**src/rtl/mem_arbiter.sv**
```systemverilog
`default_nettype none
// ============================================================================
//  Module      : mem_arbiter
//  Description : Two-requester arbiter (instruction fetch / data access) for
//                a shared single-port memory with a fixed access latency.
//                Each granted access holds the memory for LATENCY cycles. It
//                then pulses the requester's Done with registered read data.
//                Optional macro MEM_ARBITER_ROUND_ROBIN_EN switches tie
//                resolution from fixed DATA priority to round robin.
//  Revision    : 1.0 - initial release
// ============================================================================
module mem_arbiter #(
    parameter int LATENCY = 2,
    parameter int AW      = 32
) (
    input  logic          clk,
    input  logic          reset,
    input  logic          FetchReq,
    input  logic [AW-1:0] FetchAddr,
    output logic          FetchDone,
    output logic [31:0]   FetchData,
    input  logic          DataReq,
    input  logic          DataWrite,
    input  logic [AW-1:0] DataAddr,
    input  logic [31:0]   DataWData,
    output logic          DataDone,
    output logic [31:0]   DataRData,
    output logic          StallF,
    output logic          StallM,
    output logic          MemEn,
    output logic          MemWE,
    output logic [AW-1:0] MemAddr,
    output logic [31:0]   MemWData,
    input  logic [31:0]   MemRData
);

    typedef enum logic [1:0] {
        ST_IDLE  = 2'd0,
        ST_FETCH = 2'd1,
        ST_DATA  = 2'd2
    } state_t;

    localparam logic [3:0] C_CNT_LOAD = 4'(LATENCY - 1);

    state_t      state_q, state_d;
    logic [3:0]  cnt_q, cnt_d;
    logic        fetch_done_q, fetch_done_d;
    logic        data_done_q, data_done_d;
    logic [31:0] fetch_data_q, fetch_data_d;
    logic [31:0] data_rdata_q, data_rdata_d;

    logic        w_fetch_elig;
    logic        w_data_elig;
    logic        w_grant_data;

    // A requester whose Done is pulsing this cycle is not re-granted yet.
    assign w_fetch_elig = FetchReq & ~fetch_done_q;
    assign w_data_elig  = DataReq  & ~data_done_q;

`ifdef MEM_ARBITER_ROUND_ROBIN_EN
    logic last_data_q, last_data_d;   // 1 = DATA was served last

    // On a tie, serve the requester that did not win last time.
    assign w_grant_data = w_data_elig & (~w_fetch_elig | ~last_data_q);

    // Remember the winner of every grant made from IDLE.
    always_comb begin
        last_data_d = last_data_q;
        if (state_q == ST_IDLE && (w_data_elig || w_fetch_elig)) begin
            last_data_d = w_grant_data;
        end
    end

    // Last-grant register, resets to FETCH.
    always_ff @(posedge clk or posedge reset) begin
        if (reset) begin
            last_data_q <= 1'b0;
        end else begin
            last_data_q <= last_data_d;
        end
    end
`else
    // Fixed priority: the older instruction (memory stage) drains first.
    assign w_grant_data = w_data_elig;
`endif

    // Next-state, latency counter and read-data capture.
    always_comb begin
        state_d      = state_q;
        cnt_d        = cnt_q;
        fetch_done_d = 1'b0;
        data_done_d  = 1'b0;
        fetch_data_d = fetch_data_q;
        data_rdata_d = data_rdata_q;
        case (state_q)
            ST_IDLE: begin
                if (w_grant_data) begin
                    state_d = ST_DATA;
                    cnt_d   = C_CNT_LOAD;
                end else if (w_fetch_elig) begin
                    state_d = ST_FETCH;
                    cnt_d   = C_CNT_LOAD;
                end
            end
            ST_FETCH: begin
                if (cnt_q == 4'd0) begin
                    state_d      = ST_IDLE;
                    fetch_done_d = 1'b1;
                    fetch_data_d = MemRData;
                end else begin
                    cnt_d = cnt_q - 4'd1;
                end
            end
            ST_DATA: begin
                if (cnt_q == 4'd0) begin
                    state_d     = ST_IDLE;
                    data_done_d = 1'b1;
                    if (!DataWrite) begin
                        data_rdata_d = MemRData;
                    end
                end else begin
                    cnt_d = cnt_q - 4'd1;
                end
            end
            default: begin
                state_d = ST_IDLE;
                cnt_d   = 4'd0;
            end
        endcase
    end

    // State, counter, Done pulses and read-data registers.
    always_ff @(posedge clk or posedge reset) begin
        if (reset) begin
            state_q      <= ST_IDLE;
            cnt_q        <= 4'd0;
            fetch_done_q <= 1'b0;
            data_done_q  <= 1'b0;
            fetch_data_q <= 32'd0;
            data_rdata_q <= 32'd0;
        end else begin
            state_q      <= state_d;
            cnt_q        <= cnt_d;
            fetch_done_q <= fetch_done_d;
            data_done_q  <= data_done_d;
            fetch_data_q <= fetch_data_d;
            data_rdata_q <= data_rdata_d;
        end
    end

    // Memory port follows the granted requester; all zero while idle.
    always_comb begin
        MemEn    = 1'b0;
        MemWE    = 1'b0;
        MemAddr  = '0;
        MemWData = 32'd0;
        case (state_q)
            ST_FETCH: begin
                MemEn   = 1'b1;
                MemAddr = FetchAddr;
            end
            ST_DATA: begin
                MemEn    = 1'b1;
                MemWE    = DataWrite;
                MemAddr  = DataAddr;
                MemWData = DataWData;
            end
            default: begin
                MemEn = 1'b0;
            end
        endcase
    end

    assign FetchDone = fetch_done_q;
    assign FetchData = fetch_data_q;
    assign DataDone  = data_done_q;
    assign DataRData = data_rdata_q;
    assign StallF    = FetchReq & ~fetch_done_q;
    assign StallM    = DataReq  & ~data_done_q;

endmodule
`default_nettype wire

```
**config.mk**
```make
export PLATFORM = sky130hd
export DESIGN_NAME = mem_arbiter
export DESIGN_NICKNAME = d
export VERILOG_FILES = /design/src/rtl/mem_arbiter.sv
export SDC_FILE = /design/constraint.sdc
export NUM_CORES = 1
export LEC_CHECK = 0
export ABC_AREA = 1
export CAP_MARGIN = 5
export CORE_MARGIN = 8
export CORE_UTILIZATION = 36
export DETAILED_ROUTE_END_ITERATION = 12
export PLACE_DENSITY = 0.82
export SYNTH_ARGS = -nofsm -noshare
export SYNTH_HDL_FRONTEND = slang
export SYNTH_SLANG_ARGS = --single-unit
```
**constraint.sdc**
```tcl
create_clock -name clk -period 2.94 [get_ports clk]
set_input_delay 0.588 -clock clk [delete_from_list [all_inputs] [get_ports clk]]
set_output_delay 0.588 -clock clk [all_outputs]
set_load 0.1 [all_outputs]
```
==> flow_summary.yaml, run 1 <==
synth:
  ys_ff_latch: 72
  ys_top_cells_by_area: "dfrtp_1, nand2_1, o21ai_2"
  synth_compound_area_share_pct: 18.4
  syn-instance-count: 480
  ys_types: 23
  synthSimpleGateAreaFrac_pct: 19.9
  synthMuxAreaShare_pct: 0
  synth_top_family_by_area: "simple AND/OR/NAND/NOR gates"
  synthAdderAreaFrac_pct: 1.63
  synth_top_area_share_pct: 46.8
  synth-xor-area-share_pct: 0.228
  avgSynthCellArea_sq_um: 8.02
  yosys.area.top_type: "dfrtp_1"
  yosys_warnings: 0
  ys_seq_area_share_pct: 46.8
  syn-num-nets: 618
  synth_area_sq_um: 3850
cells_and_area:
  finalNonFillerCells: 877
  diodes: 0
  final_area_sq_um: 7490
  final_nets: 876
  drive_gt1_share_pct: 34.3
  syn_to_final_growth_pct: 94.6
drt:
  vias: 4087
  wl_per_cell_microns: 18.5
  vias_per_cell: 4.66
  wl_met3_microns: 1370
  antenna_left: 0
  top_layer_used: "met5"
  drcViolationCount: 0
  drtIter0Drc: 213
  drt_wl_total_microns: 16200
  m1WireLength_microns: 6290
  dr.pass1.iters: 4
  met2WireLength_microns: 8260
clock_tree:
  htreeDepth: 3
  postCtsSetupBuffers: 0
  cts_tree: "yes"
  cts_made_buffers: 9
  clk_pin_slew_ns: 0.07
  root_buffer: "clkbuf_8"
  ctsResizeCount: 0
  hold_buffers: 0
  cts.sinks: 72
  cts_buffer_depth: 2
  clk_latency_ns: 0.34
setup_path:
  crit_path_max_fanout: 11
  max_stage_delay_ns: 0.42
  cp_cell_sequence: "inv_1 > ha_4 > inv_2 > buf_4 > a21oi_4 > buf_12"
  worstSetupPathType: "reg2out"
  cp.arrival_ns: 2.12
  end_kind: "output pin"
  critical_path_buf_inv_count: 4
  crit_family: "buffers and inverters"
  critical_path.startpoint_type: "register"
  cp_data_required_time_ns: 2.35
  slowest_stage: "dfrtp_1"
grt:
  grt_overflow: 0
  grt_antenna_before_repair: 1
  grt_pass1_wl_microns: 25600
  grt_pass1_vias: 4363
  grt_max_degree: 52
  grtUsageTotal_pct: 22.7
floorplan:
  die-area_sq_um: 14300
  coreArea_sq_um: 10400
  std_cell_rows: 37
  ios: 267
  start_util_pct: 37.1
  die_x_microns: 119
  die_y_microns: 119
placement:
  globalplace.congestion: 0.884
  dp_cells: 863
  io_buffers: 266
  place_hpwl_microns: 13100
  place_area_sq_um: 7300
sta:
  hold_violations: 0
  setup_violations: 0
  worstMarginPinSlew_ns: 0.759
  fmax_mhz: 369
  slew_headroom_pct: 49.3
  finClkSkew_ns: 0.00704
  min_period_over_period_pct: 92.1
  finalSetupTns_ns: 0
  maxSlewViolCount: 0
  rsz0062_at_grt: "false"
  period_minus_slack_ns: 2.71
status:
  status: "finished clean"
flow_run:
  drv_cap: 0
worst_hold_path:
  hp-class: "reg2reg"
## metrics by stage
stage | setup slack (ns) | util, % | hold WS (ns)
finish | 0.233 | 72.2 | 0.484
global route | 0.114 | 72.2 | 0.506
CTS | 0.204 | 72.2 | 0.487
detailed placement | 0.598 | 70.4 | 0.470
global placement | 0.658 | 70.4 | 0.465
floorplan | 0.190 | - | 0.449
## placed cells by master, fill, tap and decap left out
cell,instances
clkdlybuf4s50_1,132
bufinv_16,1
a21oi_4,30
clkinv_2,1
nor2_1,3
nand4_1,2
buf_12,58
a21oi_2,2
ha_2,1
nand2_4,1
nand2_1,177
ha_1,3
nand3_1,6
o21bai_1,1
nor2_2,1
clkinvlp_4,1
nor2_4,1
or2_2,1
xor2_1,1
inv_2,3
ha_4,1
inv_1,78
buf_4,84
nand2_2,2
dfrtp_1,72
a21oi_1,1
o21ai_0,11
clkbuf_8,11
o21ai_2,55
## final cells by class
| class | instances | area [sq um] |
|---|---|---|
| timing repair buffer | 274 | 3110 |
| fill | 730 | 2880 |
| multi-input combinational | 300 | 1910 |
| sequential | 72 | 1800 |
| inverter | 81 | 304 |
| tap | 136 | 170 |
| clock buffer | 11 | 151 |
| clock inverter | 3 | 42.5 |
## flip-flops by register name, summed over array words and instances, names as in the netlist
name	count
FetchData	32
state_q	2
cnt_q	4
DataDone	1
DataRData	32
FetchDone	1
## Yosys cell counts, drive strengths merged
cell	n
ha	5
or2	1
clkbuf	8
nand4	2
nand2	180
nor2	5
inv	80
o21ai	66
xor2	1
clkinv	1
buf	19
nand3	6
o21bai	1
a21oi	33
dfrtp	72
## worst reg2reg max path, stage by stage (launching register included)
cell and delay [ns]:
dfrtp_1 0.42, inv_1 0.14, ha_2 0.40, inv_1 0.12, nor2_4 0.16, nand2_4 0.22
buf_12 0.28, nand2_1 0.13, o21ai_2 0.05
## layer usage
metal	GRT usage, %	vias to the layer above
met5	0	-
met4	6.48	2
met3	8.55	18
met2	39.9	187
met1	25.2	1906
li1	-	1974
## final timing paths
| check | startpoint | slack, ns | cells after the start | to |
|---|---|---|---|---|
| max in group asynchronous | reset | 1.56 | 3 | DataRData[3]$_DFFE_PP0P_ |
| setup / recovery | state_q[0]$_DFFE_PP0P_ | 0.23 | 6 | MemAddr[25] |
| setup reg to reg | state_q[0]$_DFFE_PP0P_ | 0.91 | 8 | DataRData[24]$_DFFE_PP0P_ |
| hold / removal | FetchData[19]$_DFFE_PP0P_ | 0.48 | 2 | FetchData[19]$_DFFE_PP0P_ |
| hold reg to reg | FetchData[19]$_DFFE_PP0P_ | 0.48 | 2 | FetchData[19]$_DFFE_PP0P_ |
| min in group asynchronous | reset | 0.70 | 2 | FetchData[10]$_DFFE_PP0P_ |
## cells by family (layout without fill, tap and decap cells)
| kind of cell | count (synthesis) | in the layout |
|---|---|---|
| DFF | 72 | 72 |
| buffers and inverters | 108 | 369 |
| AOI/OAI and AO/OA | 100 | 100 |
| adders and majority gates | 5 | 5 |
| and+or+nand+nor | 194 | 194 |
| xor gates and xnor gates | 1 | 1 |
Power of run 1 is not shown: default switching activity piles up to over one toggle a cycle in this logic, so the estimate is an artifact.
==> run 2, diff against run 1 <==
--- a/config.mk
+++ b/config.mk
@@ -7,10 +7,10 @@
 export LEC_CHECK = 0
 export ABC_AREA = 1
 export CAP_MARGIN = 5
-export CORE_MARGIN = 8
+export CORE_MARGIN = 4
 export CORE_UTILIZATION = 36
 export DETAILED_ROUTE_END_ITERATION = 12
-export PLACE_DENSITY = 0.82
+export PLACE_DENSITY = 0.83
 export SYNTH_ARGS = -nofsm -noshare
 export SYNTH_HDL_FRONTEND = slang
 export SYNTH_SLANG_ARGS = --single-unit
==> run 2 against run 1 <==
Core utilization decreased by 0.28 points. Hold slack improved by 0.00078 ns. Largest cell class unchanged. Clock skew increased by 0.011 ns. Critical path depth unchanged. First-iteration DRC count increased by 59%. Register-to-register slack got worse by 0.23 ns. Wire length decreased by 7.6%. Sequential share of layout area increased by 0.093 points. Setup slack improved by 0.036 ns. Die area decreased by 13%. Highest routed layer is now met4. Count of clock-buffer cells in the layout increased by 1. Fmax increased by 1.4%.
==> flow_summary.yaml, run 2 (synthesized netlist as in run 1, its figures left out) <==
status:
  status: "finished clean"
sta:
  holdWs_ns: 0.484
  finClkSkew_ns: 0.0182
  maxSlewViolCount: 0
  period_minus_slack_ns: 2.67
  rsz0062_at_grt: "false"
  worstMarginPinSlew_ns: 0.588
  setup_slack_ns: 0.270
  fmax_mhz: 374
  min_period_over_period_pct: 90.8
  slew_headroom_pct: 60.6
  finalSetupTns_ns: 0
  setup_violations: 0
  hold_violations: 0
grt:
  grtUsageTotal_pct: 23.8
  grt_max_degree: 44
  grt_antenna_before_repair: 0
  grt_pass1_vias: 4171
  grt_overflow: 0
  grt_pass1_wl_microns: 23500
cells_and_area:
  final_cell_mix: "nand2_1, clkdlybuf4s50_1, buf_4"
  syn_to_final_growth_pct: 93.9
  final_area_sq_um: 7460
  final_common_cell: "nand2_1"
  diodes: 0
  n_fill_cell: 770
  final_nets: 877
  drive_gt1_share_pct: 34.4
clock_tree:
  clk_latency_ns: 0.34
  cts_tree: "yes"
  cts_buffer_depth: 2
  cts.sinks: 72
  hold_buffers: 0
  postCtsSetupBuffers: 0
  ctsResizeCount: 0
  clk_pin_slew_ns: 0.07
  root_buffer: "clkbuf_8"
  cts_made_buffers: 9
  htreeDepth: 3
drt:
  vias: 4122
  dr.pass1.iters: 4
  wl_per_cell_microns: 17.0
  drt_wl_total_microns: 15000
  vias_per_cell: 4.68
  drtIter0Drc: 339
  antenna_left: 0
  drcViolationCount: 0
floorplan:
  coreArea_sq_um: 10400
  die_x_microns: 111
  start_util_pct: 37.1
  ios: 267
  std_cell_rows: 37
  die_y_microns: 111
  die-area_sq_um: 12400
worst_hold_path:
  hp-class: "reg2reg"
setup_path:
  critical_path.startpoint_type: "register"
  worstSetupPathType: "reg2out"
  crit_path_max_fanout: 17
  end_kind: "output pin"
  cp_data_required_time_ns: 2.35
  cp.arrival_ns: 2.08
placement:
  place_hpwl_microns: 12000
  dpl_worst_slack_ns: 0.637
  io_buffers: 266
  globalplace.congestion: 0.948
  place_area_sq_um: 7250
flow_run:
  drv_cap: 0
[run 2: cell count changes in the layout (fill, tap and decap cells not counted), sizes merged]
cell	delta
buf	+1
clkbuf	+1
clkinv	+2
clkinvlp	-1
[run 2: path summary, 6_finish.rpt]
| kind | cells after the start | startpoint | slack (ns) | endpoint |
|---|---|---|---|---|
| min reg2reg | 2 | FetchData[18]$_DFFE_PP0P_ | 0.48 | FetchData[18]$_DFFE_PP0P_ |
| max | 6 | state_q[0]$_DFFE_PP0P_ | 0.27 | MemAddr[31] |
| max in group asynchronous | 3 | reset | 1.59 | DataRData[9]$_DFFE_PP0P_ |
| max reg2reg | 9 | state_q[0]$_DFFE_PP0P_ | 0.68 | DataRData[8]$_DFFE_PP0P_ |
| min in group asynchronous | 2 | reset | 0.62 | FetchData[4]$_DFFE_PP0P_ |
| min | 2 | FetchData[18]$_DFFE_PP0P_ | 0.48 | FetchData[18]$_DFFE_PP0P_ |
[run 2: final cells by class]
| type | count | area, sq um | area share [%] |
|---|---|---|---|
| clock buffers | 12 | 155 | 2.08 |
| clock inverters | 4 | 52.6 | 0.704 |
| inverters | 81 | 304 | 4.08 |
| multi-input cells | 300 | 1910 | 25.6 |
| flip-flops and latches | 72 | 1800 | 24.1 |
| well taps | 136 | 170 | 2.28 |
| repair buffers | 275 | 3070 | 41.2 |
[run 2: per-stage QoR]
| step | utilization, % | cells |
|---|---|---|
| floorplan | - | 480 |
| global placement | 69.9 | 864 |
| detailed placement | 69.9 | 864 |
| CTS | 71.9 | 880 |
| global route | 71.9 | 880 |
| finish | 71.9 | 880 |
[run 2: critical path, stage by stage (launching register included)]
cell and delay [ns]:
dfrtp_1 0.42, inv_1 0.14, ha_2 0.42, buf_4 0.28
nand2_1 0.12, a21oi_4 0.17, buf_12 0.19
[run 2: metal layers]
metal  track usage [%]  routed length, microns  up-vias
met5                 0                       0        -
met4              8.35                     417        0
met3              7.39                    1240       26
met2              41.0                    7390      180
met1              28.2                    5950     1941
li1                  -                       -     1975
Power of run 2 is left out for the same reason.
